**config.mk**
```make
export PLATFORM = sky130hd
export DESIGN_NAME = load_cmd_queue
export DESIGN_NICKNAME = d
export VERILOG_FILES = /design/src/rtl/load_cmd_queue.sv
export SDC_FILE = /design/constraint.sdc
export NUM_CORES = 1
export LEC_CHECK = 0
export ABC_CLOCK_PERIOD_IN_PS = 4000
export BUFFER_PORTS_ARGS = -buffer_cell sky130_fd_sc_hd__buf_2
export CAP_MARGIN = 10
export CORE_AREA = 2 2 90 49
export CTS_BUF_LIST = sky130_fd_sc_hd__clkbuf_4 sky130_fd_sc_hd__clkbuf_8
export DETAILED_ROUTE_END_ITERATION = 10
export DIE_AREA = 0 0 92 51
export PLACE_DENSITY_LB_ADDON = 0.08
export SYNTH_ARGS = -nofsm -noshare
export SYNTH_HDL_FRONTEND = slang
export SYNTH_SLANG_ARGS = --single-unit
```
**constraint.sdc**
```tcl
create_clock -name clk -period 4 [get_ports clk]
set_clock_uncertainty 0.15 [all_clocks]
set_input_delay 0.2 -clock clk [delete_from_list [all_inputs] [get_ports clk]]
set_output_delay 0.2 -clock clk [all_outputs]
set_load 0.05 [all_outputs]
```
**src/rtl/load_cmd_queue.sv**
```systemverilog
// load_cmd_queue: buffers counter load values in a small FIFO and
// issues them as spaced, optionally wrap-aligned one-cycle strobes.
module load_cmd_queue #(
   parameter int DATA_W = 4,
   parameter int DEPTH  = 4,
   parameter int GAP    = 10
) (
   input  logic                   clk,
   input  logic                   reset,
   input  logic                   in_valid_i,
   input  logic [DATA_W-1:0]      in_data_i,
   output logic                   in_ready_o,
   input  logic                   sync_i,
   input  logic [DATA_W-1:0]      count_i,
   output logic                   load_o,
   output logic [DATA_W-1:0]      load_val_o,
   output logic [$clog2(DEPTH):0] level_o
);

   localparam int PW = $clog2(DEPTH);
   localparam int LW = PW + 1;
   localparam logic [LW-1:0] FULL = LW'(DEPTH);
   localparam logic [7:0] GAP_LD =
      (GAP > 0) ? 8'(GAP - 1) : 8'd0;

   typedef enum logic [1:0] {
      S_IDLE  = 2'd0,
      S_ISSUE = 2'd1,
      S_GAP   = 2'd2
   } state_t;

   state_t            state_q;
   state_t            state_d;
   logic [DATA_W-1:0] mem_q [DEPTH];
   logic [PW-1:0]     wr_ptr_q;
   logic [PW-1:0]     rd_ptr_q;
   logic [LW-1:0]     level_q;
   logic [7:0]        gap_q;
   logic [DATA_W-1:0] val_q;
   logic              push;
   logic              pop;
   logic              start;
   logic              ready;

   // Acceptance depends on occupancy only, so a full FIFO
   // refuses data even when the same edge pops.
   assign ready      = (level_q != FULL);
   assign push       = in_valid_i && ready;
   assign start      = (state_q == S_IDLE) && (state_d == S_ISSUE);
   assign in_ready_o = ready;
   assign level_o    = level_q;
   assign load_val_o = val_q;

   // State register.
   always_ff @(posedge clk) begin
      if (!reset) state_q <= S_IDLE;
      else        state_q <= state_d;
   end

   // Next state: issue only from IDLE, with an optional wrap-aligned start.
   always_comb begin
      state_d = state_q;
      unique case (state_q)
         S_IDLE: begin
            if (level_q != '0 && (!sync_i || (&count_i)))
               state_d = S_ISSUE;
         end
         S_ISSUE: state_d = (GAP > 0) ? S_GAP : S_IDLE;
         S_GAP: begin
            if (gap_q == '0) state_d = S_IDLE;
         end
         default: state_d = S_IDLE;
      endcase
   end

   // Outputs decoded from the state register alone, so the strobe is glitch-free.
   always_comb begin
      load_o = 1'b0;
      pop    = 1'b0;
      unique case (state_q)
         S_ISSUE: begin
            load_o = 1'b1;
            pop    = 1'b1;
         end
         default: begin
            load_o = 1'b0;
            pop    = 1'b0;
         end
      endcase
   end

   // Gap counter: loaded on leaving ISSUE, counts down to zero inside GAP.
   always_ff @(posedge clk) begin
      if (!reset) begin
         gap_q <= '0;
      end else if (state_q == S_ISSUE) begin
         gap_q <= GAP_LD;
      end else if (state_q == S_GAP && gap_q != '0) begin
         gap_q <= gap_q - 8'd1;
      end
   end

   // FIFO storage; contents need no reset, the pointers define validity.
   always_ff @(posedge clk) begin
      if (push) mem_q[wr_ptr_q] <= in_data_i;
   end

   // FIFO pointers and occupancy; pointers wrap naturally at DEPTH.
   always_ff @(posedge clk) begin
      if (!reset) begin
         wr_ptr_q <= '0;
         rd_ptr_q <= '0;
         level_q  <= '0;
      end else begin
         if (push) wr_ptr_q <= wr_ptr_q + PW'(1);
         if (pop)  rd_ptr_q <= rd_ptr_q + PW'(1);
         unique case ({push, pop})
            2'b10:   level_q <= level_q + LW'(1);
            2'b01:   level_q <= level_q - LW'(1);
            default: level_q <= level_q;
         endcase
      end
   end

   // Load value captures the FIFO head as the FSM commits to an issue.
   always_ff @(posedge clk) begin
      if (!reset)     val_q <= '0;
      else if (start) val_q <= mem_q[rd_ptr_q];
   end

endmodule

```
Word-level counts from Yosys, hierarchy flattened. Memories as Yosys holds them, arrays and structs flattened. A register that Yosys moved wholly into a read port is not among the register bits. Index checks and enable logic that the tools add are counted.

Eq/ne operators: 6. $add $sub $neg: 5. Bitwise operators: 1. Reduce and logical (&&, ||, !) cells: 15. Mux-type cells: 9.

Operator list (count): $logic_not A8 Y1 (1); $mux W4 (2); $reduce_bool A8 Y1 (1); $sub A8 B1 Y8 const B (1); $eq A2 B1 Y1 const B (3); $pmux W2 S3 (1); $pmux W3 S2 (1); $add A2 B1 Y2 const B (2); $eq A2 B2 Y1 const B (2); $logic_and A1 B1 Y1 (4); $mux W2 (2); $reduce_and A4 Y1 (1); $reduce_bool A2 Y1 (2); $add A3 B1 Y3 const B (1); $mux W1 (3); $ne A3 B3 Y1 const B (1); $reduce_bool A3 Y1 (1); $sub A3 B1 Y3 const B (1); $logic_not A1 Y1 (2); $logic_not A2 Y1 (1); $reduce_or A2 Y1 (1); $logic_or A1 B1 Y1 (1); $not A1 Y1 (1).

Output and inout port bits: 9. Memories kept: 1. Logic and storage cells: 43. Input port bits: 12. Bits in registers: 17. RAM bits: 16.

Memories: mem_q (words 4, width 4, read ports 1, clocked after memory_dff 1, write ports 1, line 34) `logic [DATA_W-1:0] mem_q [DEPTH];`.

Depth between registers and ports, before layout.
Depth after elaboration: 7. Gate-level depth with buffers: 8. Depth with buffers taken out: 8.

Worst setup path after synthesis. OpenSTA, ideal clock, no wires.

Kind: flip-flop to flip-flop. Start point: register level_q[0] (netlist: level_o[0]). End point: register level_q[2] (netlist: level_o[2]). Required time: 3780 ps. Setup time: 70 ps. Period minus slack after synthesis: 2905 ps. Buffers on the path: 0. Stages on the path, launching flop included: 9. Arrival: 2685 ps. Slack: 1095 ps. Path through: dfxtp_1 or3b_1 and2_1 inv_1 ha_1 fa_1 xnor2_1 or3_1 a21oi_1.

Longest elaborated chain between the ends: 4. Elaborated cells between the ends (all ways): 8. Classes of those cells: add/sub: 2; eq/ne: 3; mux: 1; reduce/logical: 2.

Ends and longest elaborated chain: start: declaration (line 37) `logic [LW-1:0] level_q;`; start signal: assignment (line 118) `2'b10: level_q <= level_q + LW'(1);`; start signal: assignment (line 119) `2'b01: level_q <= level_q - LW'(1);`; start signal: assignment (line 120) `default: level_q <= level_q;`; $ne A3 B3 Y1 * (line 47) `assign ready = (level_q != FULL);`; net in_ready_o (line 12) `output logic in_ready_o,`; $logic_and A1 B1 Y1 * (line 48) `assign push = in_valid_i && ready;`; $eq A2 B1 Y1 / $eq A2 B2 Y1 (equally long branches) (line 117) `unique case ({push, pop})`; $pmux W3 S2 / $reduce_bool A2 Y1 (equally long branches).

The timed path passes the listed nets; every way through them passes the cells marked *. A chain may end at the register's enable or synchronous reset.

Worst setup path after layout.
Start point: register level_q[0] (netlist: level_o[0]). End point: register level_q[2] (netlist: level_o[2]).

Longest elaborated chain between the ends: 4. Elaborated cells between the ends (all ways): 8. Classes of those cells: add/sub: 2; eq/ne: 3; mux: 1; reduce/logical: 2.

Ends and longest elaborated chain (line): $ne A3 B3 Y1 (47); $logic_and A1 B1 Y1 (48); $eq A2 B1 Y1 / $eq A2 B2 Y1 (equally long branches) (117); $pmux W3 S2 / $reduce_bool A2 Y1 (equally long branches).

Parallel ways exist; a longest one is shown, timed or not.

==> qor.yml <==
timing:
  finalCritPeriodShare_pct: 59.2
  fin_tns_setup_ns: 0
  hold_violations: 0
  max_slew_margin_pct: 59.1
  finalMaxSlewViolations: 0
  setup_ws_ns: 1.63
  tightest_slew_ns: 0.599
  finalSetupViolCount: 0
  rsz0062_at_grt: "no"
  period_minus_slack_ns: 2.37
  max_freq_mhz: 422
critical_path:
  crit_buf_inv: 1
  max_stage_delay_ns: 0.43
  cp_top_family: "simple AND/OR/NAND/NOR gates"
  setup.worst_path.class: "flip-flop to flip-flop"
  crit_fanout: 6
  worstPathRequired_ns: 4.07
  path_cells: "or3b_1 > and2_1 > inv_1 > ha_1 > fa_1 > xnor2_1 > or3_1 > a21oi_1"
  cp_data_arrival_time_ns: 2.43
  slowest_stage: "dfxtp_1"
  endpoint_kind: "flip-flop"
  crit_path_start_kind: "flip-flop"
clocking:
  path_clk_slew_ns: 0.07
  clockBufferDepth: 2
  cts_setup_buffers: 0
  clk_latency_ns: 0.29
  cts.repair.resized: 0
  htree_levels: 2
  clock_sinks: 37
  cts_buffers: 5
  root_buffer: "clkbuf_8"
  cts_tree: "built"
global_route:
  antenna_found_initial: 0
  globalRoute.totalOverflow: 0
  grt_pass1_wl_mm: 5.52
  grt_max_degree: 17
  grt.total_usage_pct: 15.9
  grt_pass1_vias: 1127
placement:
  place_congestion: 0.832
  dp_hpwl_mm: 2.33
  dp.cells: 209
  preCtsSetupSlack_ns: 1.66
  numPortBuffers: 20
floorplan:
  design.die.area_um2: 4690
  start_util_pct: 41.6
  pin_count: 21
  die_h_um: 51
  core_area_um2: 4040
  num_rows: 17
  die_w_um: 92
yosys:
  yosys.area.top_type_share_pct: 28.6
  synth.avg_cell_area_um2: 12.4
  netlist_instances: 136
  yosysMostFrequentCell: "dfxtp_1"
  ys_async_sr_fraction_pct: 0
  ys_top_cells_by_area: "edfxtp_1 29%, dfxtp_1 25%, mux4_2 5.4%"
  synth_area_leader_cell: "edfxtp_1"
  yosys_warnings: 0
  synth-seq-cells: 37
  synth_common_cells: "21 x dfxtp_1, 18 x nor2_1, 16 x edfxtp_1"
  synthDistinctLibCells: 39
  synth_top_flop_cell: "dfxtp_1"
  syn_area_um2: 1680
  synth_edf_count: 16
  synth_nets: 156
  synth.yosys.seq_area_share_pct: 53.6
route:
  avgViaCountPerCell: 5.09
  ant_nets: 0
  first_pass_iters: 4
  drt_iter0_drc: 36
  drc: 0
  wire_per_inst_um: 14.6
  num_vias: 1125
  finalWirelength_mm: 3.24
final_layout:
  final_cell_count_no_fill: 221
  num-fill-cells: 375
  nNetsFinal: 183
  diodes: 0
  synthToLayoutAreaGrowth_pct: 16.7
  drive_above_1_share_pct: 22.6
power:
  p_per_area_nw_per_um2: 547
  p_leak_nw: 0.752
  peakVddDrop_uv: 296
flow_run:
  cap_violations: 0
status:
  status: "finished, final reports clean"
worst_hold_path:
  holdCritPathClass: "input pin to flip-flop"
-- power by group --
part	internal, W	switching (W)	total (W)
registers	0.000440	0.0000514	0.000491
logic	0.000123	0.000201	0.000323
clock network	0.000128	0.000133	0.000260
-- layer usage --
| layer | GRT usage, % | routed length [µm] |
|---|---|---|
| met5 | 0 | 0 |
| met4 | 7.46 | 68 |
| met3 | 4.57 | 151 |
| met2 | 22.8 | 1300 |
| met1 | 22.4 | 1720 |
-- placed cells by master (no fill, tap or decap), drive strengths merged --
cell type and instances:
and2b 1, nor2 18, nor3 3, mux2i 6
edfxtp 16, ha 7, fa 1, a21o 1
inv 7, a32o 1, or3 1, dfxtp 21
and3 4, dlygate4sd3 4, a221oi 1, clkinv 2
nor2b 3, mux4 4, o21ai 1, nand2b 1
a2111oi 2, a21oi 5, a211oi 5, o2bb2ai 1
a31o 1, nor4 1, xor2 2, or3b 1
nor3b 1, xnor2 5, or4 1, clkbuf 6
nand3b 2, nand2 4, buf 20, or4b 1
nand4 1, and2 2
-- timing repair --
action | CTS | global route
hold endpoints to repair | 16 | 0
hold buffers | 4 | 0
endpoints found under the setup margin | 0 | 0
-- cell families (layout without fill, tap and decap cells) --
logic type,count (synthesis),after routing,share of synthesized area [%]
xor gates and xnor gates,7,7,3.65
and+or+nand+nor,45,45,15.1
adders and majority gates,8,8,6.40
AOI/OAI and AO/OA,18,18,9.82
DFF,37,37,53.6
buffers and inverters,11,39,2.53
muxes,10,10,8.93
-- through the flow --
step	area, µm²	hold slack (ns)	total power (W)	util (%)
after global placement	1840	0.265	0.000811	45.4
after detailed placement	1840	0.275	0.000819	45.4
after floorplan	1680	0.149	0.000745	-
after global routing	1960	0.0106	0.00114	48.6
after CTS	1960	0.00526	0.00108	48.6
final	1960	0.0148	0.00107	48.6
-- area by class of cell --
cell class	instances	area (µm²)	area share, %
Sequential cell	37	901	45.9
Clock buffer	6	76.3	3.89
Inverter	7	26.3	1.34
Clock inverter	2	10.0	0.510
Multi-Input combinational cell	88	738	37.6
Tap cell	57	71.3	3.63
Timing Repair Buffer	24	140	7.14
-- path summary, 6_finish.rpt --
| kind | start | to | slack (ns) | cells after the start |
|---|---|---|---|---|
| setup / recovery | level_o[0] | level_o[2] | 1.63 | 8 |
| hold / removal | reset | state_q[0] | 0.01 | 2 |
| setup reg to reg | level_o[0] | level_o[2] | 1.63 | 8 |
| hold reg to reg | load_val_o[0] | load_val_o[0] | 0.35 | 2 |
-- flip-flops by register name (all words and copies together), names as in the netlist --
name,flops
wr_ptr_q,2
level_o,3
mem_q,16
gap_q,8
rd_ptr_q,2
load_val_o,4
state_q,2
No activity file was read; power rests on OpenSTA's default activity.
